## config.mk

```make
export PLATFORM = sky130hd
export DESIGN_NAME = trax_move_codec
export DESIGN_NICKNAME = d
export VERILOG_FILES = /design/src/rtl/trax_move_codec.sv
export SDC_FILE = /design/constraint.sdc
export NUM_CORES = 1
export LEC_CHECK = 0
export ABC_AREA = 0
export ABC_CLOCK_PERIOD_IN_PS = 5260
export CORE_MARGIN = 2
export CORE_UTILIZATION = 30
export DETAILED_ROUTE_END_ITERATION = 10
export HOLD_SLACK_MARGIN = 0.06
export SLEW_MARGIN = 20
export SYNTH_ARGS = -nofsm -noshare
export SYNTH_HDL_FRONTEND = slang
export SYNTH_SLANG_ARGS = --single-unit
```

## constraint.sdc

```tcl
create_clock -name clock -period 5.26 [get_ports clock]
set_input_delay 0.789 -clock clock [delete_from_list [all_inputs] [get_ports clock]]
set_output_delay 0.789 -clock clock [all_outputs]
set_load 0.005 [all_outputs]
```

## src/rtl/trax_move_codec.sv

```systemverilog
// Trax move codec: serialises engine moves into ASCII notation lines and parses
// received lines back into moves. TX and RX run independently; RX also latches the colour.
module trax_move_codec #(
    parameter int unsigned COORD_W         = 10,
    parameter int unsigned MAX_COL_LETTERS = 2,
    parameter int unsigned MAX_ROW_DIGITS  = 3
) (
    input  logic                 clock,
    input  logic                 reset_n,
    input  logic                 game_restart,
    input  logic [2*COORD_W+1:0] tx_move,
    input  logic                 tx_move_valid,
    output logic                 tx_move_ready,
    output logic                 tx_error,
    output logic [7:0]           tx_byte,
    output logic                 tx_byte_valid,
    input  logic                 tx_byte_ready,
    input  logic [7:0]           rx_byte,
    input  logic                 rx_byte_valid,
    output logic [2*COORD_W+1:0] rx_move,
    output logic                 rx_move_valid,
    output logic                 rx_error,
    output logic                 color,
    output logic                 color_valid
);

    localparam int unsigned MW  = 2 * COORD_W + 2;
    localparam int unsigned CLW = $clog2(MAX_COL_LETTERS + 1);
    localparam int unsigned RLW = $clog2(MAX_ROW_DIGITS + 1);
    localparam int unsigned CAW = COORD_W + 5;
    localparam int unsigned RAW = COORD_W + 4;

    localparam logic [COORD_W-1:0] C_ONE     = COORD_W'(1);
    localparam logic [COORD_W-1:0] RADIX_COL = COORD_W'(26);
    localparam logic [COORD_W-1:0] RADIX_ROW = COORD_W'(10);

    localparam logic [7:0] CH_NL     = 8'h0A;
    localparam logic [7:0] CH_CR     = 8'h0D;
    localparam logic [7:0] CH_AT     = 8'h40;
    localparam logic [7:0] CH_ZERO   = 8'h30;
    localparam logic [7:0] CH_A      = 8'h41;
    localparam logic [7:0] CH_PLUS   = 8'h2B;
    localparam logic [7:0] CH_SLASH  = 8'h2F;
    localparam logic [7:0] CH_BSLASH = 8'h5C;
    localparam logic [7:0] CH_W      = 8'h57;
    localparam logic [7:0] CH_B      = 8'h42;

    // ---------------------------------------------------------------- TX path
    typedef enum logic [2:0] {TxIdle, TxCol, TxRow, TxType, TxNl} tx_state_t;

    tx_state_t          tx_state_q, tx_state_d;
    logic [7:0]         col_buf_q [MAX_COL_LETTERS];
    logic [7:0]         col_buf_d [MAX_COL_LETTERS];
    logic [7:0]         row_buf_q [MAX_ROW_DIGITS];
    logic [7:0]         row_buf_d [MAX_ROW_DIGITS];
    logic [CLW-1:0]     col_left_q, col_left_d;
    logic [RLW-1:0]     row_left_q, row_left_d;
    logic [7:0]         type_ch_q, type_ch_d;
    logic               tx_ready_q, tx_ready_d;
    logic               tx_error_q, tx_error_d;

    logic [7:0]         enc_col [MAX_COL_LETTERS];
    logic [7:0]         enc_row [MAX_ROW_DIGITS];
    logic [CLW-1:0]     enc_col_len;
    logic [RLW-1:0]     enc_row_len;
    logic [7:0]         enc_type;
    logic               enc_bad;
    logic [COORD_W-1:0] cn, rn;
    logic [1:0]         tx_type_in;
    logic               tx_accept, tx_xfer;

    assign tx_type_in = tx_move[MW-1:MW-2];
    assign tx_accept  = tx_move_valid && tx_ready_q;
    assign tx_xfer    = tx_byte_valid && tx_byte_ready;

    // Digits are produced least significant first and shifted in at index 0,
    // so index 0 ends up holding the most significant character.
    always_comb begin
        cn          = tx_move[2*COORD_W-1:COORD_W];
        rn          = tx_move[COORD_W-1:0];
        enc_col_len = '0;
        enc_row_len = '0;
        for (int i = 0; i < MAX_COL_LETTERS; i++) enc_col[i] = CH_AT;
        for (int i = 0; i < MAX_ROW_DIGITS; i++) enc_row[i] = CH_ZERO;
        if (cn == '0) begin
            enc_col_len = CLW'(1);
        end else begin
            for (int i = 0; i < MAX_COL_LETTERS; i++) begin
                if (cn != '0) begin
                    cn = cn - C_ONE;
                    for (int j = MAX_COL_LETTERS - 1; j > 0; j--) enc_col[j] = enc_col[j-1];
                    enc_col[0]  = CH_A + 8'(cn % RADIX_COL);
                    cn          = cn / RADIX_COL;
                    enc_col_len = CLW'(i + 1);
                end
            end
        end
        for (int i = 0; i < MAX_ROW_DIGITS; i++) begin
            if (rn != '0 || i == 0) begin
                for (int j = MAX_ROW_DIGITS - 1; j > 0; j--) enc_row[j] = enc_row[j-1];
                enc_row[0]  = CH_ZERO + 8'(rn % RADIX_ROW);
                rn          = rn / RADIX_ROW;
                enc_row_len = RLW'(i + 1);
            end
        end
        case (tx_type_in)
            2'b01:   enc_type = CH_PLUS;
            2'b10:   enc_type = CH_SLASH;
            2'b11:   enc_type = CH_BSLASH;
            default: enc_type = 8'h00;
        endcase
        // Leftover quotient means more characters than the line format allows.
        enc_bad = (tx_type_in == 2'b00) || (cn != '0) || (rn != '0);
    end

    always_comb begin
        tx_state_d = tx_state_q;
        col_buf_d  = col_buf_q;
        row_buf_d  = row_buf_q;
        col_left_d = col_left_q;
        row_left_d = row_left_q;
        type_ch_d  = type_ch_q;
        tx_ready_d = 1'b0;
        tx_error_d = 1'b0;
        case (tx_state_q)
            TxIdle: begin
                if (tx_accept) begin
                    if (enc_bad) begin
                        tx_error_d = 1'b1;
                    end else begin
                        col_buf_d  = enc_col;
                        row_buf_d  = enc_row;
                        col_left_d = enc_col_len;
                        row_left_d = enc_row_len;
                        type_ch_d  = enc_type;
                        tx_state_d = TxCol;
                    end
                end else begin
                    tx_ready_d = 1'b1;
                end
            end
            TxCol: begin
                if (tx_xfer) begin
                    if (col_left_q == CLW'(1)) begin
                        tx_state_d = TxRow;
                    end else begin
                        for (int j = 0; j < MAX_COL_LETTERS - 1; j++) col_buf_d[j] = col_buf_q[j+1];
                        col_left_d = col_left_q - CLW'(1);
                    end
                end
            end
            TxRow: begin
                if (tx_xfer) begin
                    if (row_left_q == RLW'(1)) begin
                        tx_state_d = TxType;
                    end else begin
                        for (int j = 0; j < MAX_ROW_DIGITS - 1; j++) row_buf_d[j] = row_buf_q[j+1];
                        row_left_d = row_left_q - RLW'(1);
                    end
                end
            end
            TxType: begin
                if (tx_xfer) tx_state_d = TxNl;
            end
            TxNl: begin
                if (tx_xfer) begin
                    tx_state_d = TxIdle;
                    tx_ready_d = 1'b1;
                end
            end
            default: tx_state_d = TxIdle;
        endcase
    end

    always_ff @(posedge clock or negedge reset_n) begin
        if (!reset_n) begin
            tx_state_q <= TxIdle;
            col_left_q <= '0;
            row_left_q <= '0;
            type_ch_q  <= '0;
            tx_ready_q <= 1'b0;
            tx_error_q <= 1'b0;
            for (int i = 0; i < MAX_COL_LETTERS; i++) col_buf_q[i] <= '0;
            for (int i = 0; i < MAX_ROW_DIGITS; i++) row_buf_q[i] <= '0;
        end else begin
            tx_state_q <= tx_state_d;
            col_left_q <= col_left_d;
            row_left_q <= row_left_d;
            type_ch_q  <= type_ch_d;
            tx_ready_q <= tx_ready_d;
            tx_error_q <= tx_error_d;
            col_buf_q  <= col_buf_d;
            row_buf_q  <= row_buf_d;
        end
    end

    always_comb begin
        case (tx_state_q)
            TxCol:   tx_byte = col_buf_q[0];
            TxRow:   tx_byte = row_buf_q[0];
            TxType:  tx_byte = type_ch_q;
            TxNl:    tx_byte = CH_NL;
            default: tx_byte = 8'h00;
        endcase
    end

    assign tx_byte_valid = (tx_state_q != TxIdle);
    assign tx_move_ready = tx_ready_q;
    assign tx_error      = tx_error_q;

    // ---------------------------------------------------------------- RX path
    typedef enum logic [2:0] {RxWaitColor, RxCol, RxRow, RxType, RxSkip} rx_state_t;

    rx_state_t          rx_state_q, rx_state_d;
    logic [COORD_W-1:0] rcol_q, rcol_d, rrow_q, rrow_d;
    logic [CLW-1:0]     rcol_cnt_q, rcol_cnt_d;
    logic [RLW-1:0]     rrow_cnt_q, rrow_cnt_d;
    logic               rcol_closed_q, rcol_closed_d;
    logic [1:0]         rtype_q, rtype_d;
    logic [MW-1:0]      rx_move_q, rx_move_d;
    logic               rx_move_valid_q, rx_move_valid_d;
    logic               rx_error_q, rx_error_d;
    logic               color_q, color_d, color_valid_q, color_valid_d;

    logic               rx_is_letter, rx_is_digit, rx_is_type, col_any, rx_err;
    logic [1:0]         rx_type_code;
    logic [CAW-1:0]     col_next;
    logic [RAW-1:0]     row_next;

    always_comb begin
        case (rx_byte)
            CH_PLUS:   rx_type_code = 2'b01;
            CH_SLASH:  rx_type_code = 2'b10;
            CH_BSLASH: rx_type_code = 2'b11;
            default:   rx_type_code = 2'b00;
        endcase
    end

    assign rx_is_type   = (rx_type_code != 2'b00);
    assign rx_is_letter = (rx_byte >= 8'h41) && (rx_byte <= 8'h5A);
    assign rx_is_digit  = (rx_byte >= 8'h30) && (rx_byte <= 8'h39);
    assign col_any      = (rcol_cnt_q != '0) || rcol_closed_q;
    assign col_next     = CAW'(rcol_q) * CAW'(26) + CAW'(rx_byte - CH_AT);
    assign row_next     = RAW'(rrow_q) * RAW'(10) + RAW'(rx_byte - CH_ZERO);

    always_comb begin
        rx_state_d      = rx_state_q;
        rcol_d          = rcol_q;
        rrow_d          = rrow_q;
        rcol_cnt_d      = rcol_cnt_q;
        rrow_cnt_d      = rrow_cnt_q;
        rcol_closed_d   = rcol_closed_q;
        rtype_d         = rtype_q;
        rx_move_d       = rx_move_q;
        rx_move_valid_d = 1'b0;
        rx_error_d      = 1'b0;
        color_d         = color_q;
        color_valid_d   = color_valid_q;
        rx_err          = 1'b0;
        if (game_restart) begin
            rx_state_d    = RxWaitColor;
            color_valid_d = 1'b0;
            rcol_d        = '0;
            rrow_d        = '0;
            rcol_cnt_d    = '0;
            rrow_cnt_d    = '0;
            rcol_closed_d = 1'b0;
            rtype_d       = '0;
        end else if (rx_byte_valid && rx_byte != CH_CR) begin
            case (rx_state_q)
                RxWaitColor: begin
                    if (rx_byte == CH_W || rx_byte == CH_B) begin
                        color_d       = (rx_byte == CH_B);
                        color_valid_d = 1'b1;
                        rx_state_d    = RxCol;
                    end
                end
                RxCol: begin
                    if (rx_is_letter && !rcol_closed_q) begin
                        if (rcol_cnt_q == CLW'(MAX_COL_LETTERS) ||
                            col_next[CAW-1:COORD_W] != '0) begin
                            rx_err = 1'b1;
                        end else begin
                            rcol_d     = col_next[COORD_W-1:0];
                            rcol_cnt_d = rcol_cnt_q + CLW'(1);
                        end
                    end else if (rx_byte == CH_AT && !col_any) begin
                        rcol_d        = '0;
                        rcol_closed_d = 1'b1;
                    end else if (rx_is_digit && col_any) begin
                        rrow_d     = COORD_W'(rx_byte - CH_ZERO);
                        rrow_cnt_d = RLW'(1);
                        rx_state_d = RxRow;
                    end else if (rx_byte != CH_NL || col_any) begin
                        // A bare newline before any column char is just an empty line.
                        rx_err = 1'b1;
                    end
                end
                RxRow: begin
                    if (rx_is_digit) begin
                        if (rrow_cnt_q == RLW'(MAX_ROW_DIGITS) ||
                            row_next[RAW-1:COORD_W] != '0) begin
                            rx_err = 1'b1;
                        end else begin
                            rrow_d     = row_next[COORD_W-1:0];
                            rrow_cnt_d = rrow_cnt_q + RLW'(1);
                        end
                    end else if (rx_is_type) begin
                        rtype_d    = rx_type_code;
                        rx_state_d = RxType;
                    end else begin
                        rx_err = 1'b1;
                    end
                end
                RxType: begin
                    if (rx_byte == CH_NL) begin
                        rx_move_d       = {rtype_q, rcol_q, rrow_q};
                        rx_move_valid_d = 1'b1;
                        rcol_d          = '0;
                        rrow_d          = '0;
                        rcol_cnt_d      = '0;
                        rrow_cnt_d      = '0;
                        rcol_closed_d   = 1'b0;
                        rtype_d         = '0;
                        rx_state_d      = RxCol;
                    end else begin
                        rx_err = 1'b1;
                    end
                end
                RxSkip: begin
                    if (rx_byte == CH_NL) rx_state_d = RxCol;
                end
                default: rx_state_d = RxWaitColor;
            endcase
            if (rx_err) begin
                rx_error_d    = 1'b1;
                rcol_d        = '0;
                rrow_d        = '0;
                rcol_cnt_d    = '0;
                rrow_cnt_d    = '0;
                rcol_closed_d = 1'b0;
                rtype_d       = '0;
                rx_state_d    = (rx_byte == CH_NL) ? RxCol : RxSkip;
            end
        end
    end

    always_ff @(posedge clock or negedge reset_n) begin
        if (!reset_n) begin
            rx_state_q      <= RxWaitColor;
            rcol_q          <= '0;
            rrow_q          <= '0;
            rcol_cnt_q      <= '0;
            rrow_cnt_q      <= '0;
            rcol_closed_q   <= 1'b0;
            rtype_q         <= '0;
            rx_move_q       <= '0;
            rx_move_valid_q <= 1'b0;
            rx_error_q      <= 1'b0;
            color_q         <= 1'b0;
            color_valid_q   <= 1'b0;
        end else begin
            rx_state_q      <= rx_state_d;
            rcol_q          <= rcol_d;
            rrow_q          <= rrow_d;
            rcol_cnt_q      <= rcol_cnt_d;
            rrow_cnt_q      <= rrow_cnt_d;
            rcol_closed_q   <= rcol_closed_d;
            rtype_q         <= rtype_d;
            rx_move_q       <= rx_move_d;
            rx_move_valid_q <= rx_move_valid_d;
            rx_error_q      <= rx_error_d;
            color_q         <= color_d;
            color_valid_q   <= color_valid_d;
        end
    end

    assign rx_move       = rx_move_q;
    assign rx_move_valid = rx_move_valid_q;
    assign rx_error      = rx_error_q;
    assign color         = color_q;
    assign color_valid   = color_valid_q;

endmodule
```

# Yosys cells after proc, flatten, opt, wreduce, memory -nomap -nowiden
# Cells that the tools add are included.
# op_classes
n_addsub,16
n_mul,2
div,10
n_lt_le_gt_ge,4
eq_ne,49
mux,135
bitwise,2
n_reduce_logical,54
# ops
op,n
$mux W10,21
$mux W16,7
$mux W24,4
$mux W2,31
$reduce_bool A10 Y1,6
$mux W3,19
$ne A4 B4 Y1 const B,12
$mux W1,34
$eq A8 B7 Y1 const B,4
$pmux W16 S2,1
$pmux W8 S4,1
$div A10 B4 Y10 const B,3
$mod A10 B4 Y10 const B,3
$pmux W10 S3,1
$reduce_and A5 Y1,6
$add A6 B8 Y8 const A,3
$reduce_and A8 Y1,3
$pmux W7 S3,1
$div A10 B5 Y10 const B,2
$mod A10 B5 Y10 const B,2
$ne A2 B2 Y1 const B,10
$pmux W10 S2,1
$sub A10 B1 Y10 const B,2
$sub A8 B6 Y9 const B,2
other kinds (44),93
# word_totals
ff_bits,113
out_inout_bits,37
wordCells,295

# Logic depth before layout (Yosys ltp)
# logic_depth
ltp_word,14
depth_mapped,37
ltp_nobuf,35

# Worst setup path before layout
# OpenSTA, ideal clock, no wires.
# synth_path
kind,input port to flip-flop
startpoint,input port tx_move[10]
endpoint,register col_buf_q[12] in the netlist's numbering
arrival_time_ns,7.394
setup_slack_ns,-2.267
path_stages,34
path_cell_list,clkbuf_1 -> inv_1 -> ha_1 -> buf_2 -> or3b_2 -> nor4_1 -> or3_1 -> buf_4 -> a32oi_1 -> a22oi_1 -> a31oi_1 -> buf_4 -> o21a_2 -> buf_6 -> a221o_1 -> a21oi_2 -> a32oi_2 -> o41a_2 -> nor2_1 -> inv_1 -> ha_1 -> nand2_1 -> o21ai_0 -> xnor2_1 -> a211oi_1 -> o32ai_2 -> nor3_2 -> o21ai_0 -> xnor2_1 -> ha_1 -> inv_1 -> o31a_1 -> o31ai_1 -> o211ai_1
# synth_between
elab_chain_len,13
elab_cells_between_ends,26
cone_classes,add/sub (4); div (4); eq/ne (1); mux (10); reduce/logical (7)
# synth_lines
element,line_no,text
from (decl),11,"input logic [2*COORD_W+1:0] tx_move,"
branches (longest 13 deep; another with $sub A10 B1 Y10),-,
to (signal assigned),192,col_buf_q <= col_buf_d;
to (decl),52,logic [7:0] col_buf_q [MAX_COL_LETTERS];
# Parallel ways; which one is timed is not known. The select of a mux whose other input is x is not followed.
# A chain may end at the register's enable or synchronous reset.

# Worst setup path after layout
# layout_path
startpoint,input port tx_move[13]
endpoint,register col_buf_q[12] in the netlist's numbering
# The elaborated chain is that of the path after synthesis.

==> impl_metrics.env <==
export IMPL_status="finished, violations left"
export IMPL_violations="setup timing"
export IMPL_worst_ir_drop_vdd_v=0.000206
export IMPL_slowest_delay_ns=0.59
export IMPL_worstHoldPathCells=2
export IMPL_dp_hpwl_um=31200
export IMPL_p_switching_mw=2.95
export IMPL_finalCriticalPeriod_ns=6.63
export IMPL_cp_max_fo=6
export IMPL_synth_top_area_share_pct=22.0
export IMPL_async_flop_share_pct=100
export IMPL_layout_nets=2223
export IMPL_synth_ff_type="dfrtp_1"
export IMPL_die_x_um=207
export IMPL_crit_top_cell="buf_6"
export IMPL_tightest_slew_ns=0.960
export IMPL_cellLeakagePower_nw=8.76
export IMPL_drv_slew=0
export IMPL_synth_avg_cell_area_um2=7.80
export IMPL_die_y_um=207
export IMPL_synth_edff_count=0
export IMPL_cts_sink_count=109
export IMPL_drt_total_wl_um=41800
export IMPL_ys_top_cells_by_area="dfrtp_1 (22%), ha_1 (11%), nand2_1 (6.3%), o21ai_0 (4.2%), xnor2_1 (3.9%)"
export IMPL_ys_warn_count=0
export IMPL_grt_first_pass_wirelength_um=68400
export IMPL_wl_per_cell_um=16.0
export IMPL_rr_startpoint="rcol_q[1]"
export IMPL_crit_required_ns=5.50
export IMPL_grt_max_degree=70
export IMPL_hold_end="rx_move[19]"
export IMPL_antenna_found_initial=3
export IMPL_cp_arrival_ns=6.87
export IMPL_grt_util_all_layers_pct=18.8
export IMPL_start_util_pct=30.4
export IMPL_gr_total_overflow=0
export IMPL_final_core_util_pct=46.3
export IMPL_dr_pass1_iters=7
export IMPL_cap_violations=0
export IMPL_io_pins=73
export IMPL_worstSetupStartpointType="input port"
export IMPL_cts_root_buffer="clkbuf_16"
export IMPL_r2r_end="rrow_q[4]"
export IMPL_clk_latency_ns=0.36
export IMPL_seq_area_frac_synth_pct=22.0
export IMPL_drive_gt1_share_pct=36.9
export IMPL_critPathKind="input port to flip-flop"
export IMPL_rr_worst_depth=27
export IMPL_core_area_um2=40800
export IMPL_min_period_over_period_pct=126
export IMPL_slowest_stage="or4_4"
export IMPL_drc=0
export IMPL_htree_levels=3
export IMPL_ant_nets=0
export IMPL_synth_top_area_cell="dfrtp_1"
export IMPL_setup_slack_ns=-1.37
export IMPL_cellPowerDensity_nw_per_um2=358
export IMPL_setup_viol=50
export IMPL_syn_inst=1592
export IMPL_cp_end_kind="flip-flop"
export IMPL_syn_to_final_growth_pct=52.3
export IMPL_final_hold_viol_count=0
export IMPL_intPower_mw=3.84
export IMPL_cts_hold_fix_buffers=0
export IMPL_finalWeightedCongestion=0.898
export IMPL_synth_common_cells="nand2_1 (209), inv_1 (113), dfrtp_1 (109), ha_1 (106), o21ai_0 (103)"
export IMPL_synth_most_common_cell="nand2_1"
export IMPL_viasPerCell=5.26
export IMPL_rsz0062_at_grt="true"
export IMPL_comb_power_share_pct=70.2
export IMPL_die_area_um2=43000
export IMPL_yosysUniqueCellTypes=115
export IMPL_tritoncts="done"
export IMPL_hold_path_class="flip-flop to flip-flop"
export IMPL_seqPwrFrac_pct=19.4
export IMPL_regToRegSetupSlack_ns=0.20
export IMPL_fin_skew_ns=0.0115
export IMPL_drtIter0Drc=845
export IMPL_clkTransAtPathRegs_ns=0.08
export IMPL_vias=13700
export IMPL_ctsLongestPathBuffers=2
export IMPL_numCtsBuffers=9
export IMPL_p_clk_share_pct=10.4
export IMPL_grt_pass1_vias=13700
export IMPL_netlist_area_um2=12400
export IMPL_max_clock_freq_mhz=151
export IMPL_synth_seq_cells=109
export IMPL_rows=74
export IMPL_min_from="rx_move[19]"
export IMPL_timing_hold_ws_ns=0.482
export IMPL_switching_share_pct=43.4
export IMPL_max_slew_margin_pct=35.9
export IMPL_portBuffers=72
what timing repair did:
| action | 4_1_cts | 5_1_grt |
|---|---|---|
| gates cloned | 5 | 1 |
| gates resized for setup | 223 | 130 |
| hold endpoints to repair | 0 | 0 |
| setup endpoints to repair | 80 | 80 |
| pin swaps | 91 | 66 |
| buffers inserted | 46 | 16 |
critical path: cells and delay by family:
kind | cells | cell delay, ns
AOI/OAI and AO/OA | 15 | 3.20
xor gates and xnor gates | 2 | 0.35
adders and majority gates | 2 | 0.42
buffers and inverters | 7 | 0.85
and+or+nand+nor | 7 | 1.25
worst max path at each step:
stage / startpoint / endpoint / slack [ns] / depth (start not counted)
floorplan: tx_move[13] / col_buf_q[10] / -1.63 / 33
global placement: tx_move[14] / row_buf_q[16] / -2.04 / 30
detailed placement: tx_move[11] / row_buf_q[16] / -2.10 / 29
CTS: tx_move[11] / col_buf_q[10] / -1.24 / 35
global route: tx_move[11] / col_buf_q[12] / -1.65 / 35
finish: tx_move[13] / col_buf_q[12] / -1.37 / 33
kinds of logic (layout without fill, tap and decap cells):
family	count (synthesis)	after routing	synth area share (%)
compound gates	510	512	29.1
xor+xnor	76	76	5.42
buf+inv	195	676	6.48
simple gates	558	558	22.4
mux	26	26	2.24
fa+ha+maj	117	117	12.4
flops	109	109	22.0
other cells	1	4	0.0302
layer usage:
layer | vias up | GRT usage, % | wire length (µm)
li1 | 6770 | - | -
met1 | 6590 | 25.7 | 19500
met2 | 316 | 31.4 | 19800
met3 | 42 | 2.84 | 1910
met4 | 2 | 3.79 | 593
met5 | - | 0 | 13
placed cells by master, fill, tap and decap left out, types with 10 or more instances in the layout:
cell             netlist  layout
o21ai_0              103      76
o211ai_1              19      19
a31oi_1               22      16
inv_1                113     107
o31ai_4                1      12
o31ai_2                1      10
o21bai_1              15      15
buf_4                  7     428
a21o_1                31      31
or3_1                 12      10
clkdlybuf4s50_1        0      59
xor2_1                19      19
buf_8                  0      11
o21ai_2                3      17
mux2i_1               12      12
a22oi_1               25      16
nor2b_1               19      17
o31ai_1               33      13
a21oi_2                3      22
a22o_1                13      13
dfrtp_1              109     109
nand2_1              209     187
nand2_2                1      13
nor4_1                15      11
buf_6                  4      33
nand3b_1              11      11
a211oi_1              16      11
a21oi_1               90      69
nand2b_1              22      18
and2_1                14      12
nor3_1                27      21
nor3b_1               12      10
nand3_1               45      35
nand4_1               12      12
xnor2_1               56      51
o22ai_1               11      10
o21ai_1               10      18
nor2_2                 2      11
ha_1                 106      97
nor2_1               100      87
sequential cells by signal, indices dropped and copies added (netlist names), 3 cells and up:
signal / flops
tx_state_q: 3
rx_state_q: 3
col_buf_q: 16
rrow_q: 10
rcol_q: 10
rx_move: 22
row_buf_q: 24
type_ch_q: 4
stage by stage:
step / TNS [ns] / total power [mW] / instances / cell area (µm²) / setup WS [ns]
finish: -59.09 / 6.78 / 2610 / 18900 / -1.37
global route: -72.79 / 7.30 / 2608 / 18900 / -1.65
CTS: -53.42 / 6.40 / 2590 / 18200 / -1.24
detailed placement: -109.58 / 5.24 / 2524 / 16700 / -2.10
global placement: -105.47 / 5.16 / 2524 / 16700 / -2.04
floorplan: -71.92 / 3.70 / 1593 / 12700 / -1.63
power groups by stage:
stage                     Clock, mW  Sequential [mW]  Combinational (mW)
final                         0.708             1.31                4.76
after floorplan                   0             1.18                2.51
after global routing          0.759             1.34                5.20
after global placement            0             1.28                3.88
after detailed placement          0             1.29                3.96
after CTS                     0.722             1.28                4.39
cell type report:
type,count,area (µm²)
Clock buffer,11,243
Timing Repair Buffer,545,4510
Tap cell,532,666
Multi-Input combinational cell,1291,10300
Sequential cell,109,2730
Fill cell,3890,21900
Antenna cell,2,5.00
Inverter,115,437
Clock inverter,5,50.0
No activity file was read; power rests on OpenSTA's default activity.
